<file path="src/rtl/req_encoder_16to4_if.sv">
// Request-encoder bus: request/mask inputs, flush and acknowledge controls,
// and the registered grant/pending outputs.
interface req_encoder_16to4_if #(
    parameter int NUM_REQ = 16,
    parameter int IDX_W   = 4
);
    logic [NUM_REQ-1:0] Req_In;
    logic [NUM_REQ-1:0] Mask_In;
    logic               Clear_All;
    logic               Enc_Ack;
    logic               Enc_Valid;
    logic [IDX_W-1:0]   Enc_Out;
    logic [NUM_REQ-1:0] Enc_Onehot;
    logic [NUM_REQ-1:0] Pending_Out;

    modport master (
        output Req_In, Mask_In, Clear_All, Enc_Ack,
        input  Enc_Valid, Enc_Out, Enc_Onehot, Pending_Out
    );

    modport slave (
        input  Req_In, Mask_In, Clear_All, Enc_Ack,
        output Enc_Valid, Enc_Out, Enc_Onehot, Pending_Out
    );
endinterface

</file>
<file path="src/rtl/req_encoder_16to4.sv">
// Sequential 16-to-4 priority encoder with rising-edge request capture and valid/ack handshake.
// Define REQ_ENC_ROUND_ROBIN_EN to rotate the search start past the last acknowledged index.
module req_encoder_16to4 #(
    parameter int NUM_REQ = 16,
    parameter int IDX_W   = 4
) (
    input  logic                 clk,
    input  logic                 reset,
    req_encoder_16to4_if.slave   bus
);

    // state     | meaning
    // S_IDLE    | no grant shown; selects from pending & mask each clock
    // S_PRESENT | grant held stable until Enc_Ack or Clear_All
    typedef enum logic {S_IDLE, S_PRESENT} state_t;

    state_t             r_state;
    state_t             w_state_nxt;
    logic [NUM_REQ-1:0] r_req_q;
    logic [NUM_REQ-1:0] r_pending;
    logic               r_valid;
    logic [IDX_W-1:0]   r_enc_out;
    logic [NUM_REQ-1:0] r_onehot;

    logic [NUM_REQ-1:0] w_rise;
    logic [NUM_REQ-1:0] w_elig;
    logic [NUM_REQ-1:0] w_pend_nxt;
    logic               w_valid_nxt;
    logic [IDX_W-1:0]   w_out_nxt;
    logic [NUM_REQ-1:0] w_onehot_nxt;
    logic               w_found;
    logic [IDX_W-1:0]   w_sel;
    logic [IDX_W-1:0]   w_cand;
    logic               w_ack_take;

`ifdef REQ_ENC_ROUND_ROBIN_EN
    logic [IDX_W-1:0]   r_last_grant;
`endif

    assign w_rise     = bus.Req_In & ~r_req_q;
    assign w_elig     = r_pending & bus.Mask_In;
    assign w_ack_take = (r_state == S_PRESENT) && bus.Enc_Ack && !bus.Clear_All;

    // First eligible line found walking upward from the search start, wrapping at NUM_REQ.
    always_comb begin
        w_found = 1'b0;
        w_sel   = '0;
        w_cand  = '0;
        for (int k = 0; k < NUM_REQ; k++) begin
`ifdef REQ_ENC_ROUND_ROBIN_EN
            w_cand = r_last_grant + IDX_W'(1) + IDX_W'(k);
`else
            w_cand = IDX_W'(k);
`endif
            if (!w_found && w_elig[w_cand]) begin
                w_found = 1'b1;
                w_sel   = w_cand;
            end
        end
    end

    always_comb begin
        w_state_nxt  = r_state;
        w_valid_nxt  = r_valid;
        w_out_nxt    = r_enc_out;
        w_onehot_nxt = r_onehot;
        w_pend_nxt   = r_pending | w_rise;
        if (bus.Clear_All) begin
            w_state_nxt  = S_IDLE;
            w_valid_nxt  = 1'b0;
            w_out_nxt    = '0;
            w_onehot_nxt = '0;
            w_pend_nxt   = '0;
        end else begin
            case (r_state)
                S_IDLE: begin
                    if (w_found) begin
                        w_state_nxt  = S_PRESENT;
                        w_valid_nxt  = 1'b1;
                        w_out_nxt    = w_sel;
                        w_onehot_nxt = NUM_REQ'(1) << w_sel;
                    end
                end
                S_PRESENT: begin
                    if (bus.Enc_Ack) begin
                        w_state_nxt  = S_IDLE;
                        w_valid_nxt  = 1'b0;
                        w_out_nxt    = '0;
                        w_onehot_nxt = '0;
                        // a same-cycle rising edge on the acked line re-sets it
                        w_pend_nxt   = (r_pending & ~r_onehot) | w_rise;
                    end
                end
                default: w_state_nxt = S_IDLE;
            endcase
        end
    end

    always_ff @(posedge clk or posedge reset) begin
        if (reset) begin
            r_state <= S_IDLE;
        end else begin
            r_state <= w_state_nxt;
        end
    end

    always_ff @(posedge clk or posedge reset) begin
        if (reset) begin
            r_req_q   <= '0;
            r_pending <= '0;
            r_valid   <= 1'b0;
            r_enc_out <= '0;
            r_onehot  <= '0;
        end else begin
            r_req_q   <= bus.Req_In;
            r_pending <= w_pend_nxt;
            r_valid   <= w_valid_nxt;
            r_enc_out <= w_out_nxt;
            r_onehot  <= w_onehot_nxt;
        end
    end

`ifdef REQ_ENC_ROUND_ROBIN_EN
    always_ff @(posedge clk or posedge reset) begin
        if (reset) begin
            r_last_grant <= '1;
        end else if (w_ack_take) begin
            r_last_grant <= r_enc_out;
        end
    end
`endif

    assign bus.Enc_Valid   = r_valid;
    assign bus.Enc_Out     = r_enc_out;
    assign bus.Enc_Onehot  = r_onehot;
    assign bus.Pending_Out = r_pending;

endmodule

</file>
<file path="src/flat_wrapper.sv">
// flat-port wrapper written by rule: the top's interface ports become plain ports
module req_encoder_16to4_flat 
#(
    parameter int NUM_REQ = 16,
    parameter int IDX_W   = 4
)
  (clk, reset, bus_Req_In, bus_Mask_In, bus_Clear_All, bus_Enc_Ack, bus_Enc_Valid, bus_Enc_Out, bus_Enc_Onehot, bus_Pending_Out);
  req_encoder_16to4_if #(.NUM_REQ(NUM_REQ), .IDX_W(IDX_W)) bus_i ();
  input  logic clk;
  input  logic reset;
  input wire logic [$bits(bus_i.Req_In)-1:0] bus_Req_In;
  input wire logic [$bits(bus_i.Mask_In)-1:0] bus_Mask_In;
  input wire logic [$bits(bus_i.Clear_All)-1:0] bus_Clear_All;
  input wire logic [$bits(bus_i.Enc_Ack)-1:0] bus_Enc_Ack;
  output wire logic [$bits(bus_i.Enc_Valid)-1:0] bus_Enc_Valid;
  output wire logic [$bits(bus_i.Enc_Out)-1:0] bus_Enc_Out;
  output wire logic [$bits(bus_i.Enc_Onehot)-1:0] bus_Enc_Onehot;
  output wire logic [$bits(bus_i.Pending_Out)-1:0] bus_Pending_Out;
  assign bus_i.Req_In = bus_Req_In;
  assign bus_i.Mask_In = bus_Mask_In;
  assign bus_i.Clear_All = bus_Clear_All;
  assign bus_i.Enc_Ack = bus_Enc_Ack;
  assign bus_Enc_Valid = bus_i.Enc_Valid;
  assign bus_Enc_Out = bus_i.Enc_Out;
  assign bus_Enc_Onehot = bus_i.Enc_Onehot;
  assign bus_Pending_Out = bus_i.Pending_Out;
  req_encoder_16to4 #(.NUM_REQ(NUM_REQ), .IDX_W(IDX_W)) u_core (.clk(clk), .reset(reset), .bus(bus_i));
endmodule
</file>
<file path="config.mk">
export PLATFORM = sky130hd
export DESIGN_NAME = req_encoder_16to4_flat
export DESIGN_NICKNAME = d
export VERILOG_FILES = /design/src/rtl/req_encoder_16to4_if.sv /design/src/rtl/req_encoder_16to4.sv /design/src/flat_wrapper.sv
export SDC_FILE = /design/constraint.sdc
export NUM_CORES = 1
export LEC_CHECK = 0
export ABC_AREA = 0
export CORE_MARGIN = 10
export CORE_UTILIZATION = 50
export DETAILED_ROUTE_END_ITERATION = 6
export PLACE_DENSITY = 0.88
export SLEW_MARGIN = 15
export SYNTH_ARGS = -nofsm -noshare
export SYNTH_HDL_FRONTEND = slang
export SYNTH_SLANG_ARGS = --single-unit
</file>
<file path="constraint.sdc">
create_clock -name clk -period 3.16 [get_ports clk]
set_input_delay 0.316 -clock clk [delete_from_list [all_inputs] [get_ports clk]]
set_output_delay 0.316 -clock clk [all_outputs]
set_load 0.005 [all_outputs]
</file>
# Yosys cells after proc, flatten, opt, wreduce, memory -nomap -nowiden
# Index checks and enable logic that the tools add are counted.
# Widths: inputs -> output; s select.
[classes]
n_eq_ne = 2
shifts = 1
muxes = 50
bitwise_logic = 8
reduce_logical = 31
[op_table]
columns = ["operator", "n"]
rows = [
  ["$mux 16", 6],
  ["$and 16x16->16", 3],
  ["$mux 4", 11],
  ["$not 16->16", 2],
  ["$or 16x16->16", 2],
  ["$pmux 16 s2", 1],
  ["$mux 1", 23],
  ["$shl 1x4->16 const A", 1],
  ["$logic_and 1x1->1", 15],
  ["$logic_not 1->1", 15],
  ["$mux 3", 4],
  ["$pmux 4 s2", 1],
  ["$mux 2", 2],
  ["$pmux 1 s2", 2],
  ["$ne 3x2->1 const B", 1],
  ["$ne 3x3->1 const B", 1],
  ["$reduce_and 2->1", 1],
  ["$not 1->1", 1],
]
[word_totals]
regBits = 54
input_bits = 36
out_inout_bits = 37
word_cells = 98

# Logic depth before layout (Yosys ltp)
[depth]
depth_word = 51
depth_mapped = 6
ltp_nobuf = 5

# Least setup slack after synthesis
# Ideal clock, no wire load.
[synth_timing]
path_kind = "register -> register"
startpoint = "register u_core.r_pending[12] (netlist: u_core.bus.Pending_Out[12])"
endpoint = "register u_core.r_onehot[1] (netlist: u_core.bus.Enc_Onehot[1])"
setup_ps = 79
arrival_time_ps = 1663
t_required_ps = 3081
slack_ps = 1418
path_stages_with_launch = 7
n_path_buf = 1
synth_period_minus_slack_ps = 1742
cell_sequence = "dfrtp_1 a222oi_1 a21boi_2 and4_1 o21a_4 buf_6 o2bb2ai_1"
[synth_between]
elab_chain_cells = 16
elab_cells_between_ends = 22
cone_classes = "eq/ne: 1; shift: 1; mux: 11; bitwise: 1; reduce/logical: 8"
[synth_lines]
columns = ["element", "line", "source"]
rows = [
  ["start: declaration", "req_encoder_16to4.sv:20", "logic [NUM_REQ-1:0] r_pending;"],
  ["start signal: assignment", "req_encoder_16to4.sv:116", "r_pending <= w_pend_nxt;"],
  ["$and 16x16->16 *", "req_encoder_16to4.sv:41", "assign w_elig = r_pending & bus.Mask_In;"],
  ["$logic_and 1x1->1 *", "req_encoder_16to4.sv:55", "if (!w_found && w_elig[w_cand]) begin"],
  ["$mux 1", "req_encoder_16to4.sv:55", ""],
  ["$logic_not 1->1", "req_encoder_16to4.sv:55", ""],
  ["$logic_and 1x1->1", "req_encoder_16to4.sv:55", ""],
  ["$mux 1", "req_encoder_16to4.sv:55", ""],
  ["$logic_not 1->1", "req_encoder_16to4.sv:55", ""],
  ["$logic_and 1x1->1", "req_encoder_16to4.sv:55", ""],
  ["$mux 1", "req_encoder_16to4.sv:55", ""],
  ["$logic_not 1->1", "req_encoder_16to4.sv:55", ""],
  ["$logic_and 1x1->1", "req_encoder_16to4.sv:55", ""],
  ["$mux 4", "req_encoder_16to4.sv:55", ""],
  ["$shl 1x4->16", "req_encoder_16to4.sv:81", "w_onehot_nxt = NUM_REQ'(1) << w_sel;"],
  ["$mux 16", "req_encoder_16to4.sv:77", "if (w_found) begin"],
  ["$pmux 16 s2", "req_encoder_16to4.sv:75", "case (r_state)"],
  ["$mux 16", "req_encoder_16to4.sv:68", "if (bus.Clear_All) begin"],
  ["end signal: assignment", "req_encoder_16to4.sv:119", "r_onehot <= w_onehot_nxt;"],
  ["end: declaration", "req_encoder_16to4.sv:23", "logic [NUM_REQ-1:0] r_onehot;"],
]
# Mark *: on every way between the ends. The rest lies on a longest branch, timed or not. The select of a mux whose other input is x is not followed.
# A chain may end at the register's enable or synchronous reset.

# Final worst setup path
[layout_timing]
startpoint = "input port bus_Mask_In[5]"
endpoint = "register u_core.r_onehot[5] (netlist: u_core.bus.Enc_Onehot[5])"
[layout_between]
elab_chain_cells = 37
elab_cells_between_ends = 50
cone_classes = "eq/ne: 1; shift: 1; mux: 25; bitwise: 1; reduce/logical: 22"
[layout_lines]
columns = ["element", "line", "source"]
rows = [
  ["start: declaration", "flat_wrapper.sv:12", "input wire logic [$bits(bus_i.Mask_In)-1:0] bus_Mask_In;"],
  ["$and 16x16->16 *", "req_encoder_16to4.sv:41", ""],
  ["$logic_and 1x1->1 *", "req_encoder_16to4.sv:55", ""],
  ["$mux 1", "req_encoder_16to4.sv:55", ""],
  ["$logic_not 1->1", "req_encoder_16to4.sv:55", ""],
  ["$logic_and 1x1->1", "req_encoder_16to4.sv:55", ""],
  ["$mux 1", "req_encoder_16to4.sv:55", ""],
  ["$logic_not 1->1", "req_encoder_16to4.sv:55", ""],
  ["$logic_and 1x1->1", "req_encoder_16to4.sv:55", ""],
  ["[... 21 more ...]", "n/a", ""],
  ["$mux 1", "req_encoder_16to4.sv:55", ""],
  ["$logic_not 1->1", "req_encoder_16to4.sv:55", ""],
  ["$logic_and 1x1->1", "req_encoder_16to4.sv:55", ""],
  ["$mux 4", "req_encoder_16to4.sv:55", ""],
  ["$shl 1x4->16", "req_encoder_16to4.sv:81", ""],
  ["$mux 16", "req_encoder_16to4.sv:77", ""],
  ["$pmux 16 s2", "req_encoder_16to4.sv:75", ""],
  ["$mux 16", "req_encoder_16to4.sv:68", ""],
]
# Marked as above.

==> results.sh <==
export IMPL_first_pass_iters=4
export IMPL_worst_setup_path_start_kind="input port"
export IMPL_hold_viol_final=0
export IMPL_num_rows=24
export IMPL_start_util_pct=52.6
export IMPL_synth_xor_area_share_pct=0
export IMPL_ir_worst_vdd_uv=221
export IMPL_layout_drive_gt1_share_pct=5.05
export IMPL_grt_pass1_wl_mm=10.5
export IMPL_globalplace_congestion=0.848
export IMPL_top_layer="met4"
export IMPL_synth_compound_area_share_pct=19.9
export IMPL_worst_setup_path_type="in2reg"
export IMPL_worst_path_max_fanout=11
export IMPL_gr_total_overflow=0
export IMPL_clk_pin_slew_ps=90
export IMPL_syn_nets=257
export IMPL_worst_pin_slew_ps=686
export IMPL_post_route_util_pct=71.9
export IMPL_finalSetupViolCount=0
export IMPL_met1_length_mm=2.55
export IMPL_wire_per_inst_um=18.3
export IMPL_worstSetupEndpointType="flop"
export IMPL_synth_top_area_cell="dfrtp_1"
export IMPL_setup_tns_ps=0
export IMPL_yosys_area_share_simple_pct=19.5
export IMPL_synth_area_mm2=0.00234
export IMPL_layout_cells_non_filler=349
export IMPL_fin_crit_ps=2090
export IMPL_rsz0062_at_grt="no"
export IMPL_netSwitchingPower_uw=393
export IMPL_ys_ff_latch=54
export IMPL_synth_fa_ha_area_share_pct=0
export IMPL_yosys_most_used_dff="dfrtp_1"
export IMPL_fmax_mhz=478
export IMPL_area_growth_pct=36.7
export IMPL_power_internal_uw=1060
export IMPL_dieArea_mm2=0.00781
export IMPL_routed_wl_mm=6.40
export IMPL_arrival_ps=2250
export IMPL_ys_types=38
export IMPL_yosys_mux_area_fraction_pct=0
export IMPL_cts_setup_buffers=0
export IMPL_final_period_utilization_pct=66.2
export IMPL_dpl_hpwl_mm=4.92
export IMPL_grtUsageTotal_pct=17.1
export IMPL_fillers=346
export IMPL_drv_slew=0
export IMPL_r2r_cells=5
export IMPL_grt_pass1_vias=2120
export IMPL_yosysSeqAreaShare_pct=57.8
export IMPL_power_frac_clock_pct=26.9
export IMPL_dr_wl_met3_um=515
export IMPL_dp_cells=341
export IMPL_outcome="complete, no violations"
export IMPL_p_comb_share_pct=20.4
export IMPL_numPortBuffers=72
export IMPL_total_power_uw=1450
export IMPL_diodes=0
export IMPL_synth_cells=221
export IMPL_cts_hold_fix_buffers=0
export IMPL_route_met2_wl_mm=3.26
export IMPL_async_flop_share_pct=100
export IMPL_antenna_found_initial=0
export IMPL_core_area_mm2=0.00444
export IMPL_cts_inserted_buffers=5
export IMPL_die_y_um=88.4
export IMPL_root_buffer="clkbuf_8"
export IMPL_yosys_warnings=0
export IMPL_whs_ps=287
export IMPL_routed_via_count=2033
export IMPL_cts_buffer_depth=2
export IMPL_chipWidth_um=88.4
export IMPL_grt_start_max_net_pins=39
export IMPL_cts_num_sinks=54
export IMPL_io_pins=73
export IMPL_sequentialPowerShare_pct=52.7
export IMPL_final_nets=332
export IMPL_cts_tree="built"
export IMPL_avgSynthCellArea_um2=10.6
export IMPL_fin_skew_ps=10.4
export IMPL_synth_edf_count=0
export IMPL_power_density_mw_per_mm2=454
export IMPL_ys_top_cells_by_area="dfrtp_1, nand2_1, nor2b_1"
export IMPL_max_slew_margin_pct=53.6
export IMPL_cap_violations=0
export IMPL_hp_class="in2async"
export IMPL_htree_levels=2
export IMPL_postRouteAntennaNets=0
export IMPL_drc_errors=0
export IMPL_switching_share_pct=27.1
export IMPL_cts_repair_resized=0
export IMPL_first_iter_violations=149
export IMPL_clk_latency_ps=310
export IMPL_synth_top_family_by_area="compound AO/OA/AOI/OAI gates"
export IMPL_p_leak_uw=0.00133
export IMPL_required_ps=3320
export IMPL_vias_per_cell=5.83
export IMPL_synth_top_area_share_pct=57.8
flip-flops by register name, summed over array words and instances, names as in the netlist:
register                flops
u_core.bus.Pending_Out     16
u_core.r_req_q             16
u_core.bus.Enc_Valid        1
u_core.bus.Enc_Out          4
u_core.bus.Enc_Onehot      16
u_core.r_state              1
power groups by stage:
stage	clock [uW]	sequential (uW)	combinational (uW)
after global routing	424	770	328
after global placement	0	775	289
after detailed placement	0	778	296
final	390	764	296
after CTS	395	764	298
after floorplan	0	772	150
metrics by stage:
step	setup slack, ps	cell area (um^2)
6_report	1070	3190
5_1_grt	932	3190
4_1_cts	1080	3190
3_5_place_dp	777	3100
3_3_place_gp	860	3100
2_1_floorplan	1420	2340
cell usage after synthesis, types with 3 or more instances:
library cell  count
a21oi_1          17
a22o_1            7
a22oi_1           4
a32o_1            9
and3_1            4
clkbuf_1          4
dfrtp_1          54
inv_1             6
nand2_1          35
nand3_1           5
nor2_1           20
nor2b_1          16
nor3_1            3
o2bb2ai_1         4
o32ai_1           4
logic make-up after synthesis:
logic type	count (synthesis)
compound gates	60
buf+inv	13
flops	54
simple gates	94
cells in the final DEF (no fill, tap or decap), drive strengths merged, types with 2 or more instances in the layout:
| cell | n |
|---|---|
| nand2 | 35 |
| nor2b | 16 |
| o2bb2ai | 4 |
| clkdlybuf4s50 | 72 |
| nand4 | 2 |
| a22o | 7 |
| nor2 | 20 |
| a22oi | 4 |
| inv | 6 |
| and2 | 3 |
| o21ai | 2 |
| a32o | 9 |
| buf | 3 |
| a21oi | 17 |
| o32ai | 4 |
| and3 | 4 |
| nor3 | 3 |
| and4 | 2 |
| clkbuf | 7 |
| o2111ai | 2 |
| dfrtp | 54 |
| a21boi | 2 |
| or3 | 2 |
| nand3 | 5 |
layer usage:
layer	vias to the layer above	track usage, %
met5	-	0
met4	0	3.96
met3	9	5.88
met2	75	29.7
met1	986	19.8
li1	963	-
final cells by class:
type                            count  area, um^2  area share, %
Tap cell                           52        65.1           2.04
Clock buffer                        7        86.3           2.70
Timing Repair Buffer               75         743           23.3
Sequential cell                    54        1350           42.3
Multi-Input combinational cell    154         921           28.8
Inverter                            6        22.5          0.705
Clock inverter                      1        5.00          0.157
worst max-delay path, cell delays in order:
cell	delay [ps]
clkdlybuf4s50_1	470
and2_1	160
and3b_1	290
and4_1	250
o311ai_1	580
o2bb2ai_1	170
worst paths after layout:
path                                                      from                                    end  slack, ps
setup reg to reg           u_core.bus.Pending_Out[6]$_DFF_PP0_   u_core.bus.Enc_Onehot[5]$_DFFE_PP0P_       1140
hold reg to reg               u_core.bus.Enc_Valid$_DFFE_PP0P_       u_core.bus.Enc_Valid$_DFFE_PP0P_        510
setup / recovery                                bus_Mask_In[5]   u_core.bus.Enc_Onehot[5]$_DFFE_PP0P_       1070
hold / removal                                           reset           u_core.r_req_q[14]$_DFF_PP0_        290
max in group asynchronous                                reset  u_core.bus.Enc_Onehot[13]$_DFFE_PP0P_       2080
min in group clk                                 bus_Req_In[1]            u_core.r_req_q[1]$_DFF_PP0_        460
No activity file was read; power rests on OpenSTA's default activity.
